## src/rtl/wb_port_arbiter_pkg.sv

```systemverilog
// Shared types and constants for the register-file writeback arbiter.
// Register indices follow config.v (zero register, temp, program counter).
package wb_port_arbiter_pkg;

    localparam int REG_W  = 4;
    localparam int DATA_W = 16;
    localparam int NREG   = 16;

    localparam logic [REG_W-1:0] REG0_IDX = 4'd0;
    localparam logic [REG_W-1:0] T_IDX    = 4'd14;
    localparam logic [REG_W-1:0] PC_IDX   = 4'd15;

    typedef struct packed {
        logic [REG_W-1:0]  rd;
        logic [DATA_W-1:0] data;
    } wb_req_t;

    // Writes to the hard-wired zero register or the PC are swallowed.
    function automatic logic is_discard(input logic [REG_W-1:0] rd);
        return (rd == REG0_IDX) || (rd == PC_IDX);
    endfunction

endpackage

```

## src/rtl/wb_port_arbiter_if.sv

```systemverilog
// Writeback request/response bundle between the EX/MEM paths and the arbiter.
interface wb_port_arbiter_if #(parameter int DEPTH = 2);
    import wb_port_arbiter_pkg::*;

    localparam int AW = $clog2(DEPTH);

    logic              alu_valid;
    logic              alu_ready;
    logic [REG_W-1:0]  alu_reg;
    logic [DATA_W-1:0] alu_data;
    logic              mem_valid;
    logic              mem_ready;
    logic [REG_W-1:0]  mem_reg;
    logic [DATA_W-1:0] mem_data;
    logic              RegWre;
    logic [REG_W-1:0]  WriteReg;
    logic [DATA_W-1:0] WriteData;
    logic [NREG-1:0]   reg_busy;
    logic [AW:0]       q_level;

    modport master (
        output alu_valid, alu_reg, alu_data, mem_valid, mem_reg, mem_data,
        input  alu_ready, mem_ready, RegWre, WriteReg, WriteData, reg_busy, q_level
    );

    modport slave (
        input  alu_valid, alu_reg, alu_data, mem_valid, mem_reg, mem_data,
        output alu_ready, mem_ready, RegWre, WriteReg, WriteData, reg_busy, q_level
    );

endinterface

```

## src/rtl/wb_port_arbiter_wb_queue.sv

```systemverilog
// Ordered overflow FIFO for ALU writebacks; exports which registers have a pending write.
module wb_queue
    import wb_port_arbiter_pkg::*;
#(
    parameter int DEPTH = 2
) (
    input  logic                     Clk,
    input  logic                     Rst,
    input  logic                     push_i,
    input  wb_req_t                  push_entry_i,
    input  logic                     pop_i,
    output wb_req_t                  head_o,
    output logic [$clog2(DEPTH):0]   level_o,
    output logic                     full_o,
    output logic                     empty_o,
    output logic [NREG-1:0]          busy_o
);
    localparam int AW = $clog2(DEPTH);

    wb_req_t         slot_q [DEPTH];
    logic [AW-1:0]   head_q;
    logic [AW-1:0]   tail_q;
    logic [AW:0]     level_q;
    logic [AW-1:0]   slot_off;

    always_ff @(posedge Clk or negedge Rst) begin
        if (!Rst) begin
            head_q  <= '0;
            tail_q  <= '0;
            level_q <= '0;
        end else begin
            if (push_i) tail_q <= tail_q + 1'b1;
            if (pop_i)  head_q <= head_q + 1'b1;
            case ({push_i, pop_i})
                2'b10:   level_q <= level_q + 1'b1;
                2'b01:   level_q <= level_q - 1'b1;
                default: level_q <= level_q;
            endcase
        end
    end

    always_ff @(posedge Clk) begin
        if (push_i) slot_q[tail_q] <= push_entry_i;
    end

    // Busy is rebuilt from live slots so duplicate targets clear only on the last pop.
    always_comb begin
        busy_o   = '0;
        slot_off = '0;
        for (int i = 0; i < DEPTH; i++) begin
            slot_off = AW'(i) - head_q;
            if ({1'b0, slot_off} < level_q) busy_o[slot_q[i].rd] = 1'b1;
        end
    end

    assign head_o  = slot_q[head_q];
    assign level_o = level_q;
    assign full_o  = (level_q == (AW+1)'(DEPTH));
    assign empty_o = (level_q == '0);

endmodule

```

## src/rtl/wb_port_arbiter.sv

```systemverilog
// Single register-file write port shared by the MEM (load) and ALU writeback paths.
module wb_port_arbiter
    import wb_port_arbiter_pkg::*;
#(
    parameter int DEPTH = 2
) (
    input  logic               Clk,
    input  logic               Rst,
    wb_port_arbiter_if.slave   bus
);
    localparam int AW = $clog2(DEPTH);

    wb_req_t           q_head;
    logic [AW:0]       q_level;
    logic              q_full;
    logic              q_empty;
    logic [NREG-1:0]   q_busy;

    logic              alu_acc, mem_acc, alu_keep, mem_keep;
    logic              push, pop, direct;

    logic              wre_d, wre_q;
    logic [REG_W-1:0]  wreg_d, wreg_q;
    logic [DATA_W-1:0] wdata_d, wdata_q;

    wb_queue #(.DEPTH(DEPTH)) u_queue (
        .Clk          (Clk),
        .Rst          (Rst),
        .push_i       (push),
        .push_entry_i ('{rd: bus.alu_reg, data: bus.alu_data}),
        .pop_i        (pop),
        .head_o       (q_head),
        .level_o      (q_level),
        .full_o       (q_full),
        .empty_o      (q_empty),
        .busy_o       (q_busy)
    );

    assign bus.alu_ready = !q_full;
    assign bus.mem_ready = !q_busy[bus.mem_reg];

    // MEM is the older instruction, then queued ALU work, then a direct ALU bypass.
    always_comb begin
        alu_acc  = bus.alu_valid & bus.alu_ready;
        mem_acc  = bus.mem_valid & bus.mem_ready;
        alu_keep = alu_acc & !is_discard(bus.alu_reg);
        mem_keep = mem_acc & !is_discard(bus.mem_reg);
        pop      = !mem_keep & !q_empty;
        direct   = !mem_keep & q_empty & alu_keep;
        push     = alu_keep & !direct;
        wre_d    = 1'b0;
        wreg_d   = wreg_q;
        wdata_d  = wdata_q;
        if (mem_keep) begin
            wre_d   = 1'b1;
            wreg_d  = bus.mem_reg;
            wdata_d = bus.mem_data;
        end else if (pop) begin
            wre_d   = 1'b1;
            wreg_d  = q_head.rd;
            wdata_d = q_head.data;
        end else if (direct) begin
            wre_d   = 1'b1;
            wreg_d  = bus.alu_reg;
            wdata_d = bus.alu_data;
        end
    end

    always_ff @(posedge Clk or negedge Rst) begin
        if (!Rst) begin
            wre_q   <= 1'b0;
            wreg_q  <= '0;
            wdata_q <= '0;
        end else begin
            wre_q   <= wre_d;
            wreg_q  <= wreg_d;
            wdata_q <= wdata_d;
        end
    end

    assign bus.RegWre    = wre_q;
    assign bus.WriteReg  = wreg_q;
    assign bus.WriteData = wdata_q;
    assign bus.reg_busy  = q_busy;
    assign bus.q_level   = q_level;

endmodule
```

## src/flat_wrapper.sv

```systemverilog
// flat-port wrapper written by rule: the top's interface ports become plain ports
module wb_port_arbiter_flat import wb_port_arbiter_pkg::*;
#(
    parameter int DEPTH = 2
)
  (Clk, Rst, bus_alu_valid, bus_alu_reg, bus_alu_data, bus_mem_valid, bus_mem_reg, bus_mem_data, bus_alu_ready, bus_mem_ready, bus_RegWre, bus_WriteReg, bus_WriteData, bus_reg_busy, bus_q_level);
  wb_port_arbiter_if #(.DEPTH(DEPTH)) bus_i ();
  input  logic Clk;
  input  logic Rst;
  input wire logic [$bits(bus_i.alu_valid)-1:0] bus_alu_valid;
  input wire logic [$bits(bus_i.alu_reg)-1:0] bus_alu_reg;
  input wire logic [$bits(bus_i.alu_data)-1:0] bus_alu_data;
  input wire logic [$bits(bus_i.mem_valid)-1:0] bus_mem_valid;
  input wire logic [$bits(bus_i.mem_reg)-1:0] bus_mem_reg;
  input wire logic [$bits(bus_i.mem_data)-1:0] bus_mem_data;
  output wire logic [$bits(bus_i.alu_ready)-1:0] bus_alu_ready;
  output wire logic [$bits(bus_i.mem_ready)-1:0] bus_mem_ready;
  output wire logic [$bits(bus_i.RegWre)-1:0] bus_RegWre;
  output wire logic [$bits(bus_i.WriteReg)-1:0] bus_WriteReg;
  output wire logic [$bits(bus_i.WriteData)-1:0] bus_WriteData;
  output wire logic [$bits(bus_i.reg_busy)-1:0] bus_reg_busy;
  output wire logic [$bits(bus_i.q_level)-1:0] bus_q_level;
  assign bus_i.alu_valid = bus_alu_valid;
  assign bus_i.alu_reg = bus_alu_reg;
  assign bus_i.alu_data = bus_alu_data;
  assign bus_i.mem_valid = bus_mem_valid;
  assign bus_i.mem_reg = bus_mem_reg;
  assign bus_i.mem_data = bus_mem_data;
  assign bus_alu_ready = bus_i.alu_ready;
  assign bus_mem_ready = bus_i.mem_ready;
  assign bus_RegWre = bus_i.RegWre;
  assign bus_WriteReg = bus_i.WriteReg;
  assign bus_WriteData = bus_i.WriteData;
  assign bus_reg_busy = bus_i.reg_busy;
  assign bus_q_level = bus_i.q_level;
  wb_port_arbiter #(.DEPTH(DEPTH)) u_core (.Clk(Clk), .Rst(Rst), .bus(bus_i));
endmodule
```

## config.mk

```make
export PLATFORM = sky130hd
export DESIGN_NAME = wb_port_arbiter_flat
export DESIGN_NICKNAME = d
export VERILOG_FILES = /design/src/rtl/wb_port_arbiter_pkg.sv /design/src/rtl/wb_port_arbiter_if.sv /design/src/rtl/wb_port_arbiter_wb_queue.sv /design/src/rtl/wb_port_arbiter.sv /design/src/flat_wrapper.sv
export SDC_FILE = /design/constraint.sdc
export NUM_CORES = 1
export LEC_CHECK = 0
export BUFFER_PORTS_ARGS = -buffer_cell sky130_fd_sc_hd__clkbuf_2
export CAP_MARGIN = 25
export CORE_AREA = 2 2 86 88
export DETAILED_ROUTE_END_ITERATION = 12
export DIE_AREA = 0 0 88 90
export PLACE_DENSITY = 0.79
export REMOVE_ABC_BUFFERS = 1
export SYNTH_ARGS = -nofsm -noshare
export SYNTH_HDL_FRONTEND = slang
export SYNTH_HIERARCHICAL = 1
export SYNTH_SLANG_ARGS = --single-unit
```

## constraint.sdc

```tcl
create_clock -name Clk -period 5.2 [get_ports Clk]
set_input_delay 0.52 -clock Clk [delete_from_list [all_inputs] [get_ports Clk]]
set_output_delay 0.52 -clock Clk [all_outputs]
set_load 0.02 [all_outputs]
```

==> metrics.md <==
| Metric | Value |
|---|---|
| Status | `finished, final reports clean` |
| HPWL Detailed | `5.57 mm` |
| Final WL | `7.93 mm` |
| Max stage delay on crit path | `1.00 ns` |
| R2R depth | `11` |
| Worst-path clk slew | `0.07 ns` |
| Syn Inst Count | `289` |
| Largest net degree at the start of global routing | `44` |
| Root Driver | `clkbuf_8` |
| Postcts setup bufs | `0` |
| Compound-gate portion of the synthesized area | `0.104` |
| Mux contribution to synthesized area | `0.162` |
| WL/cell | `16.7 um` |
| Most frequent cells after synthesis | `40 x edfxtp_1, 38 x nand2_1, 25 x dfrtp_1, 23 x nor2_1, 19 x mux2_2` |
| Bufs and invs on worst path | `2` |
| Synth Flop Type | `edfxtp_1` |
| DRT iter0 DRCs | `135` |
| Largest cells by area after synthesis | `edfxtp_1 35%, dfrtp_1 18%, mux2_4 7.0%` |
| # setup viols final | `0` |
| Antenna Cells | `0` |
| Setup skew after layout | `0.00973 ns` |
| Post-route ant nets | `0` |
| Post-Synth XOR/XNOR Area | `0.0128` |
| Non-filler cells, final | `474` |
| Total power | `2.24 mW` |
| R2R Path End | `u_core/u_queue/slot_q[1][10]` |
| Final instance area | `4030 um^2` |
| Slew headroom | `0.335` |
| Critical Path RT | `5.22 ns` |
| Critical Path End | `u_core/u_queue/slot_q[1][10]` |
| Hold_buf cts | `0` |
| Worst Setup SP | `u_core/u_queue/head_q` |
| WP depth | `11` |
| DR vias | `2597` |
| Crit. End Element | `flip-flop` |
| Crit Reg-Reg Startpoint | `u_core/u_queue/head_q` |
| Slowest stage cell, crit path | `dfrtp_1` |
| Hold_ws | `0.219 ns` |
| Async set-or-reset flop fraction in the synthesized netlist | `0.385` |
| Io pins | `85` |
| CP Class | `flip-flop to flip-flop` |
| R2r setup slk | `1.17 ns` |
| DRC | `0` |
| Layout cell share with drive strength beyond 1 | `0.395` |
| Layout Utilization | `0.574` |
| Synth area leader | `edfxtp_1` |
| Clock latency on the worst-skew pair | `~0.33 ns` |
| Rows | `31` |
| Total CTS buffers | `9` |
| Yosys reg bits | `65` |
| Vias/cell | `5.48` |
| Drt pass-1 iters | `4` |
| Met1 usage | `0.295` |
| Post-synth EDFFs | `40` |
| Slew Viols, Final | `0` |
| Total die area | `7920 um^2` |
| Port Buf Inserts | `between 80 and 90` |
| Grt met3 use | `0.0349` |
| Max-cap violations | `0` |
| Clock Tree Buf Depth | `2` |
| Gr ovfl total | `0` |
| Unrepaired setup endpoints after global routing | `false` |
| GRT busiest layer | `met2` |
| Static leakage | `about 1.7 nW` |
| CTS tree | `built` |
| Area share of fa/ha/maj cells after synthesis | `0.00365` |
| Ys Warns | `6` |
| Crit path arrival time | `~4 ns` |
| Actual slew at the worst max-slew pin | `0.997 ns` |
| Crit path max fanout | `25` |
| CP Launch Type | `flip-flop` |
| H-tree depth | `3` |
| Mean Syn Cell Area | `11.9 um^2` |
| Combinational family with the most area after synthesis | `multiplexers` |
| Fin worst setup slack | `1.17 ns` |
| Final period utilization | `0.774` |
| Placed cell count | `approximately 460` |
| Worst vdd ir | `0.289 mV` |
| Initial antenna violation count | `0` |
| Fmax | `248 MHz` |
| Final hold vios | `0` |
| Synth Cell Area | `around 3400 um^2` |
| GP Congestion | `between 0.9 and 1` |
| Hold/Removal Path Class | `input port to async pin` |
| Register area share after synthesis | `0.532` |
| CP delay by family, top | `simple AND/OR/NAND/NOR gates` |
| Effective utilization at floorplan | `0.489` |
| Place WS | `1.19 ns` |
| Most common cell in the netlist | `edfxtp_1` |
| Met2 Use GR | `0.315` |
| Final setup TNS | `0 ns` |
| First-pass GRT wire length | `approximately 13 mm` |
| Die width | `88 um` |
| Nets | `415` |
| Post-DP Area | `3870 um^2` |
| Core Box Area | `7020 um^2` |
| CP Cell Sequence | `nor2b_1, o211ai_1, o22ai_1, mux2i_1, o22ai_1, nor4_2, nor2_2, buf_4, a21oi_1, and2_1, buf_4` |
| Die Span Y | `roughly 90 um` |
| Post-CTS Resized | `0` |
| Number of global-route vias before repair | `2506` |
| Synth top area share | `0.350` |
| Pwr dens | `554 nW/um^2` |
| Synth cell types | `45` |
| Area grow syn2layout | `17.5%` |
| Post-synthesis simple-gate area fraction | `0.137` |
| GRT Util Overall | `0.206` |
| Sink Count | `65` |
| Final min period | `4.03 ns` |
[flip-flops by register name (all words and copies together) (netlist names)]
register and count:
u_core/bus.WriteData 16, u_core/bus.RegWre 1, u_core/u_queue/tail_q 1, u_core/u_queue/head_q 1
u_core/u_queue/slot_q 40, u_core/bus.WriteReg 4, u_core/u_queue/level_o 2
[worst min-delay path by stage]
stage | from | endpoint | slack (ns) | depth (start not counted)
3_5_place_dp | u_core/u_queue/tail_q | u_core/u_queue/tail_q | 0.50 | 1
5_1_grt | Rst | u_core/bus.WriteData[0] | 0.26 | 1
2_1_floorplan | Rst | u_core/bus.RegWre | 0.22 | 0
3_3_place_gp | u_core/u_queue/tail_q | u_core/u_queue/tail_q | 0.50 | 1
6_report | Rst | u_core/bus.WriteData[0] | 0.22 | 1
4_1_cts | Rst | u_core/bus.WriteData[0] | 0.22 | 1
[area by class of cell]
class                      count  area, um^2
clock buffer                  12         145
clock inverter                 4        20.0
fill                         606        2990
inverter                       5        18.8
multi-input combinational    201        1450
sequential                    65        1830
tap                           99         124
timing repair buffer          88         450
[layer usage]
layer,vias up,routed length [um],share of wire
met1,1241,3630,0.46
met3,9,486,0.061
met5,-,0,0
li1,1239,-,-
met4,0,82,0.010
met2,108,3740,0.47
[layout by cell type (no fill, tap or decap), types with 2 or more instances in the layout]
cell,count
clkinv_2,4
mux2_2,19
nand2_1,38
buf_4,4
nand3_1,9
clkbuf_2,84
nor2b_1,2
dfrtp_1,25
mux2_4,16
xor2_1,3
a21oi_1,5
mux2i_1,8
nor3b_1,2
edfxtp_1,40
nor3_1,3
nand3b_1,2
mux2_1,2
o211ai_1,4
or2_2,2
nor2_1,21
o22ai_1,18
a31oi_1,16
clkbuf_8,10
xnor2_1,2
o21ai_0,2
inv_1,5
nand2b_1,6
nor2_2,2
nor4_2,2
clkbuf_1,2
a32oi_1,4
[power breakdown]
part	leakage (nW)	switching (mW)	internal (mW)
logic	0.960	0.575	0.439
registers	0.655	0.135	0.729
clock network	0.0899	0.176	0.183
total	1.71	0.886	1.35
[cells by family after synthesis]
family,count (synthesis)
xor+xnor,5
simple gates,97
buf+inv,23
mux,45
flops,65
fa+ha+maj,1
compound gates,53
Power figures use the tool's default switching activity.
